==> src/rtl/fetch_unit_pkg.sv <==
// Shared definitions for the instruction-fetch stage: control codes from the
// ID-stage controller, the per-cycle fetch action and the IF/ID payload.
package fetch_unit_pkg;

  // Canonical RV32I NOP (addi x0, x0, 0) inserted into bubbles.
  localparam logic [31:0] NOP = 32'h0000_0013;

  // pc_sel codes; 2'b11 behaves exactly like PC_PLUS4.
  typedef enum logic [1:0] {
    PC_PLUS4     = 2'b00,
    PC_JUMP      = 2'b01,
    PC_HOLD      = 2'b10,
    PC_ALT_PLUS4 = 2'b11
  } pc_sel_e;

  // instr_sel codes; every value other than INSTR_FLUSH is a normal cycle.
  typedef enum logic [1:0] {
    INSTR_NORMAL = 2'b00,
    INSTR_FLUSH  = 2'b10
  } instr_sel_e;

  // What the stage does this cycle, after priority resolution.
  typedef enum logic [2:0] {
    ACT_ADVANCE  = 3'd0,
    ACT_HOLD     = 3'd1,
    ACT_STALL    = 3'd2,
    ACT_FLUSH    = 3'd3,
    ACT_REDIRECT = 3'd4
  } fetch_act_e;

  // Contents of the IF/ID pipeline register.
  typedef struct packed {
    logic [31:0] pc;
    logic [31:0] instr;
    logic        valid;
  } ifid_t;

  localparam ifid_t IFID_RESET = '{pc: 32'h0000_0000, instr: NOP, valid: 1'b0};

  // Sequential successor; wraps modulo 2^32 by construction.
  function automatic logic [31:0] pc_plus4(input logic [31:0] pc);
    return pc + 32'd4;
  endfunction

  // Redirect targets are forced onto a word boundary.
  function automatic logic [31:0] word_align(input logic [31:0] addr);
    return addr & 32'hFFFF_FFFC;
  endfunction

endpackage

==> src/rtl/fetch_hold_buf.sv <==
// One-entry capture buffer for the instruction SRAM read data. The SRAM only
// presents a response for one cycle, so when the stage stalls the response is
// parked here until the stall releases.
module fetch_hold_buf
  import fetch_unit_pkg::*;
(
  input  logic        clk,
  input  logic        rst,
  input  logic        i_capture,
  input  logic        i_consume,
  input  logic        i_clear,
  input  logic [31:0] i_data,
  output logic [31:0] o_data,
  output logic        o_valid
);

  logic [31:0] r_data;
  logic        r_valid;

  // Capture once per stall, drop on consume, and drop unconditionally on clear.
  // NOTE: state registers use non-blocking assignments so every flop samples
  // the pre-edge values; blocking here would create order-dependent races.
  // NOTE: the data word is reset to NOP even though r_valid alone guards its
  // use, so a stale instruction can never leak out after reset.
  always_ff @(posedge clk) begin
    if (rst) begin
      r_data  <= NOP;
      r_valid <= 1'b0;
    end else if (i_clear) begin
      r_valid <= 1'b0;
    end else if (i_capture && !r_valid) begin
      r_data  <= i_data;
      r_valid <= 1'b1;
    end else if (i_consume) begin
      r_valid <= 1'b0;
    end
  end

  assign o_data  = r_data;
  assign o_valid = r_valid;

endmodule

==> src/rtl/fetch_unit.sv <==
// Instruction-fetch stage: owns the PC, drives the synchronous instruction
// memory (one-cycle read latency) and feeds the IF/ID register. Handles
// redirect, flush, load-use stall and controller hold, in that priority.
module fetch_unit
  import fetch_unit_pkg::*;
#(
  parameter logic [31:0] RESET_PC = 32'h0000_0000,
  parameter int unsigned IM_AW    = 14
) (
  input  logic             clk,
  input  logic             rst,
  input  logic [1:0]       pc_sel,
  input  logic [31:0]      jump_addr,
  input  logic [1:0]       instr_sel,
  input  logic             stall,
  output logic             im_en,
  output logic [IM_AW-1:0] im_addr,
  input  logic [31:0]      im_rdata,
  output logic [31:0]      pc_id,
  output logic [31:0]      instr_id,
  output logic             id_valid,
  output logic             misalign_pulse
);

  // PC currently presented to the SRAM, and the PC whose data returns now.
  logic [31:0] r_pc_if;
  logic [31:0] r_pc_req;
  logic        r_req_valid;
  ifid_t       r_ifid;
  logic        r_misalign;

  fetch_act_e  w_act;
  logic [31:0] w_pc_next;
  logic [31:0] w_buf_data;
  logic        w_buf_valid;
  logic [31:0] w_resp;
  ifid_t       w_ifid_load;
  logic        w_capture;
  logic        w_consume;
  logic        w_clear;

  assign im_en   = ~rst;
  assign im_addr = r_pc_if[IM_AW+1:2];

  // Resolve the cycle's action: redirect > flush > stall > hold > advance.
  // NOTE: every combinational output gets a default before any branch so no
  // path leaves it unassigned, which would otherwise infer a latch.
  always_comb begin
    w_act = ACT_ADVANCE;
    if (pc_sel == PC_JUMP) begin
      w_act = ACT_REDIRECT;
    end else if (instr_sel == INSTR_FLUSH) begin
      w_act = ACT_FLUSH;
    end else if (stall) begin
      w_act = ACT_STALL;
    end else if (pc_sel == PC_HOLD) begin
      w_act = ACT_HOLD;
    end
  end

  // Next fetch address; a flush still honours the controller's PC choice.
  always_comb begin
    w_pc_next = r_pc_if;
    unique case (w_act)
      ACT_REDIRECT: w_pc_next = word_align(jump_addr);
      ACT_FLUSH:    if (pc_sel != PC_HOLD) w_pc_next = pc_plus4(r_pc_if);
      ACT_ADVANCE:  w_pc_next = pc_plus4(r_pc_if);
      default:      w_pc_next = r_pc_if;
    endcase
  end

  // The buffer parks the response at the start of a stall; squashing actions
  // discard it and any cycle that moves IF/ID forward consumes it.
  assign w_capture = (w_act == ACT_STALL) && r_req_valid;
  assign w_consume = (w_act == ACT_ADVANCE) || (w_act == ACT_HOLD);
  assign w_clear   = (w_act == ACT_REDIRECT) || (w_act == ACT_FLUSH);

  fetch_hold_buf u_hold_buf (
    .clk      (clk),
    .rst      (rst),
    .i_capture(w_capture),
    .i_consume(w_consume),
    .i_clear  (w_clear),
    .i_data   (im_rdata),
    .o_data   (w_buf_data),
    .o_valid  (w_buf_valid)
  );

  // After a stall the parked word belongs to r_pc_req; the live SRAM output
  // has already moved on to r_pc_if, which the SRAM re-read during the stall.
  assign w_resp = w_buf_valid ? w_buf_data : im_rdata;

  // Value the IF/ID register takes when the pipe moves forward.
  always_comb begin
    w_ifid_load = IFID_RESET;
    if (r_req_valid) begin
      w_ifid_load = '{pc: r_pc_req, instr: w_resp, valid: 1'b1};
    end else begin
      w_ifid_load = '{pc: r_pc_req, instr: NOP, valid: 1'b0};
    end
  end

  // PC and outstanding-request tracking.
  always_ff @(posedge clk) begin
    if (rst) begin
      r_pc_if     <= RESET_PC;
      r_pc_req    <= RESET_PC;
      r_req_valid <= 1'b0;
    end else begin
      r_pc_if <= w_pc_next;
      unique case (w_act)
        ACT_ADVANCE: begin
          r_pc_req    <= r_pc_if;
          r_req_valid <= 1'b1;
        end
        ACT_STALL: begin
          r_pc_req    <= r_pc_req;
          r_req_valid <= r_req_valid;
        end
        default: begin
          // Redirect, flush and hold all leave no live request behind.
          r_pc_req    <= r_pc_if;
          r_req_valid <= 1'b0;
        end
      endcase
    end
  end

  // IF/ID register: bubbles on squash, frozen on stall, loads otherwise.
  always_ff @(posedge clk) begin
    if (rst) begin
      r_ifid <= IFID_RESET;
    end else begin
      unique case (w_act)
        ACT_REDIRECT, ACT_FLUSH: r_ifid <= '{pc: r_ifid.pc, instr: NOP, valid: 1'b0};
        ACT_HOLD, ACT_ADVANCE:   r_ifid <= w_ifid_load;
        default:                 r_ifid <= r_ifid;
      endcase
    end
  end

  // Single-cycle flag for a redirect target with bit 1 set.
  always_ff @(posedge clk) begin
    if (rst) begin
      r_misalign <= 1'b0;
    end else begin
      r_misalign <= (w_act == ACT_REDIRECT) && jump_addr[1];
    end
  end

  assign pc_id          = r_ifid.pc;
  assign instr_id       = r_ifid.instr;
  assign id_valid       = r_ifid.valid;
  assign misalign_pulse = r_misalign;

endmodule

==> config.mk <==
export PLATFORM = sky130hd
export DESIGN_NAME = fetch_unit
export DESIGN_NICKNAME = d
export VERILOG_FILES = /design/src/rtl/fetch_unit_pkg.sv /design/src/rtl/fetch_hold_buf.sv /design/src/rtl/fetch_unit.sv
export SDC_FILE = /design/constraint.sdc
export NUM_CORES = 1
export LEC_CHECK = 0
export CAP_MARGIN = 5
export CELL_PAD_IN_SITES_DETAIL_PLACEMENT = 0
export CELL_PAD_IN_SITES_GLOBAL_PLACEMENT = 1
export CORE_ASPECT_RATIO = 1.5
export CORE_MARGIN = 3
export CORE_UTILIZATION = 40
export DETAILED_ROUTE_END_ITERATION = 8
export GPL_ROUTABILITY_DRIVEN = 0
export PLACE_DENSITY_LB_ADDON = 0.1
export SLEW_MARGIN = 20
export SYNTH_ARGS = -nofsm -noshare
export SYNTH_HDL_FRONTEND = slang
export SYNTH_SLANG_ARGS = --single-unit
==> constraint.sdc <==
create_clock -name clk -period 4.5 [get_ports clk]
set_input_delay 0.9 -clock clk [delete_from_list [all_inputs] [get_ports clk]]
set_output_delay 0.9 -clock clk [all_outputs]
set_load 0.1 [all_outputs]
==> reports/metrics.yaml <==
status:
  status: "complete, no violations"
timing:
  slew_viol_final: 0
  finalClockSkew_ns: 0.00487
  rsz0062_at_grt: "no"
  finalSetupTns_ns: 0
  finalHoldViolCount: 0
  layout_min_cycle_time_ns: 3.13
  holdWs_ns: 0.451
  worst_pin_slew_ns: 1.09
  timing.final.crit_share: 0.696
  setup_viol: 0
  fmax_ghz: 0.319
  relSlewSlack: 0.272
die:
  core-area_um2: 16900
  initial_utilization: 0.410
  fp.dieH_um: 167
  core.rowCount: 58
  die_area_um2: 19000
  ios: 152
  die_w_um: 113
hold_path:
  min_from: "pc_id[13]$_SDFFE_PP0P_"
  hp-class: "reg2reg"
critical_path:
  worst_setup_path_end_kind: "output port"
  startpoint: "r_pc_if[6]$_SDFFE_PP0P_"
  cp-start-kind: "register"
  cp_num_buf_inv: 1
  worstPathMaxFanout: 8
  crit_type: "reg2out"
  path_cells: "clkdlybuf4s50_1"
  reg2reg_from: "r_pc_if[2]$_SDFFE_PP0P_"
  crit_family: "buffers and inverters"
  crit_path_max_incr_delay_ns: 1.22
  critical_path_arrival_ns: 2.23
  crit_slowest_cell: "clkdlybuf4s50_1"
  cp.required_ns: 3.60
synth:
  synth_area_per_cell_um2: 8.54
  yosysUniqueCellTypes: 52
  yosysSeqAreaShare: 0.460
  yosys_warnings: 0
  synth_top_cell_area_share: 0.460
  synth.area.top_cells: "dfxtp_1, nand2_1, a21oi_1"
  synth-edff-count: 0
  netlist_instances: 811
  ys.flop_type: "dfxtp_1"
  async_flop_share: 0
  syn-num-nets: 883
  syn_area_um2: 6920
  synth_area_leader_cell: "dfxtp_1"
  synth_seq_cells: 159
placed_design:
  dp.final_hpwl_mm: 13.7
  numPortBuffers: 150
drt:
  via_per_inst: 5.55
  drc_errors: 0
  postRouteAntennaNets: 0
  wire_per_inst_um: 17.9
  drt_iter0_drc: 332
  via_count: 6335
  drtPass1Iterations: 5
  drt_wl_total_mm: 20.4
global_routing:
  grt_first_pass_wirelength_mm: 32.8
  track_usage: 0.214
  grt_max_degree: 99
  antenna_found_initial: 0
  overflow: 0
  grt_pass1_vias: 6257
clocking:
  clockRootBuffer: "clkbuf_16"
  numClockSinks: 159
  cts_tree: "yes"
  post-cts-setup-buffers: 0
  htree_num_levels: 4
  clk-insertion-delay-late_ns: 0.42
  cts_buffers: 17
  ctsResizeCount: 0
  hold_buffers: 0
  clockBufferDepth: 2
  clk_pin_slew_ns: 0.06
finish:
  antennaDiodeCount: 0
  final_cell_mix: "dfxtp_1, nand2_1, clkdlybuf4s50_1, a21oi_1, nor2_1"
  fin_nets: 990
  layout_commonest_cell: "dfxtp_1"
  area_delta_synth_final_pct: 29.0
  final_util: 0.528
  drive_gt1_frac: 0.0977
power_and_ir_drop:
  p_per_area_nw_per_um2: 371
  p_total_uw: 3310
  peakVddDrop_v: 0.000251
  p_leak_uw: 0.00326
job:
  max_cap_violations: 0
flip-flops by register name, summed over array words and instances (netlist names):
register / count
instr_id: 32
r_req_valid: 1
u_hold_buf.o_data: 32
id_valid: 1
pc_id: 31
r_pc_if: 30
misalign_pulse: 1
r_pc_req: 30
u_hold_buf.o_valid: 1
logic make-up (layout without fill, tap and decap cells):
kind of cell | after synthesis | count (layout) | synth area share
compound gates | 194 | 194 | 0.175
xor+xnor | 1 | 1 | 0.00127
fa+ha+maj | 1 | 1 | 0.00181
buf+inv | 87 | 207 | 0.0641
flops | 159 | 159 | 0.460
mux | 67 | 67 | 0.103
simple gates | 302 | 302 | 0.195
final cells by class:
| class | instances | area [um2] |
|---|---|---|
| Fill cell | 1662 | 7970 |
| Timing Repair Buffer | 164 | 1600 |
| Multi-Input combinational cell | 565 | 3310 |
| Tap cell | 210 | 263 |
| Inverter | 11 | 41.3 |
| Clock buffer | 20 | 447 |
| Sequential cell | 159 | 3180 |
| Clock inverter | 12 | 86.3 |
report_power, final:
group          total (uW)  internal (uW)  switching (uW)
sequential           1510           1450            53.2
combinational         487            166             321
clock                1320            722             597
total                3310           2340             971
final timing paths:
path | endpoint | slack (ns) | cells after the start
setup / recovery | im_addr[4] | 1.37 | 1
hold / removal | pc_id[13]$_SDFFE_PP0P_ | 0.45 | 2
setup reg to reg | r_pc_if[30]$_SDFFE_PP0P_ | 1.72 | 6
hold reg to reg | pc_id[13]$_SDFFE_PP0P_ | 0.45 | 2
per-stage QoR:
stage	setup WS (ns)	cell area [um2]	cells
3_3_place_gp	1.06	8400	1109
4_1_cts	1.36	8930	1141
3_5_place_dp	0.978	8400	1109
5_1_grt	1.20	8930	1141
6_report	1.37	8930	1141
2_1_floorplan	1.58	6920	811
cell usage after synthesis, types with 4 or more instances:
cell type and instances:
a21o_1 4, nor4_1 9, buf_2 6, mux2_2 32, nand3_1 14, a21oi_1 82
a31oi_1 7, nor3_1 11, buf_4 15, dfxtp_1 159, o211ai_1 7, inv_1 11
o32ai_1 6, a22oi_1 34, o21ai_0 20, nor2_1 73, nand2_1 150, clkbuf_1 48
and3_1 7, a211oi_1 6, a2bb2oi_1 4, nand4_1 16, or4_1 6, o22ai_1 6
mux2i_1 35
metal layers:
layer	track usage	wire length (um)
met1	0.236	7740
met2	0.388	10700
met3	0.0607	1370
met4	0.0779	529
met5	0	0
No activity file was read; power rests on OpenSTA's default activity.
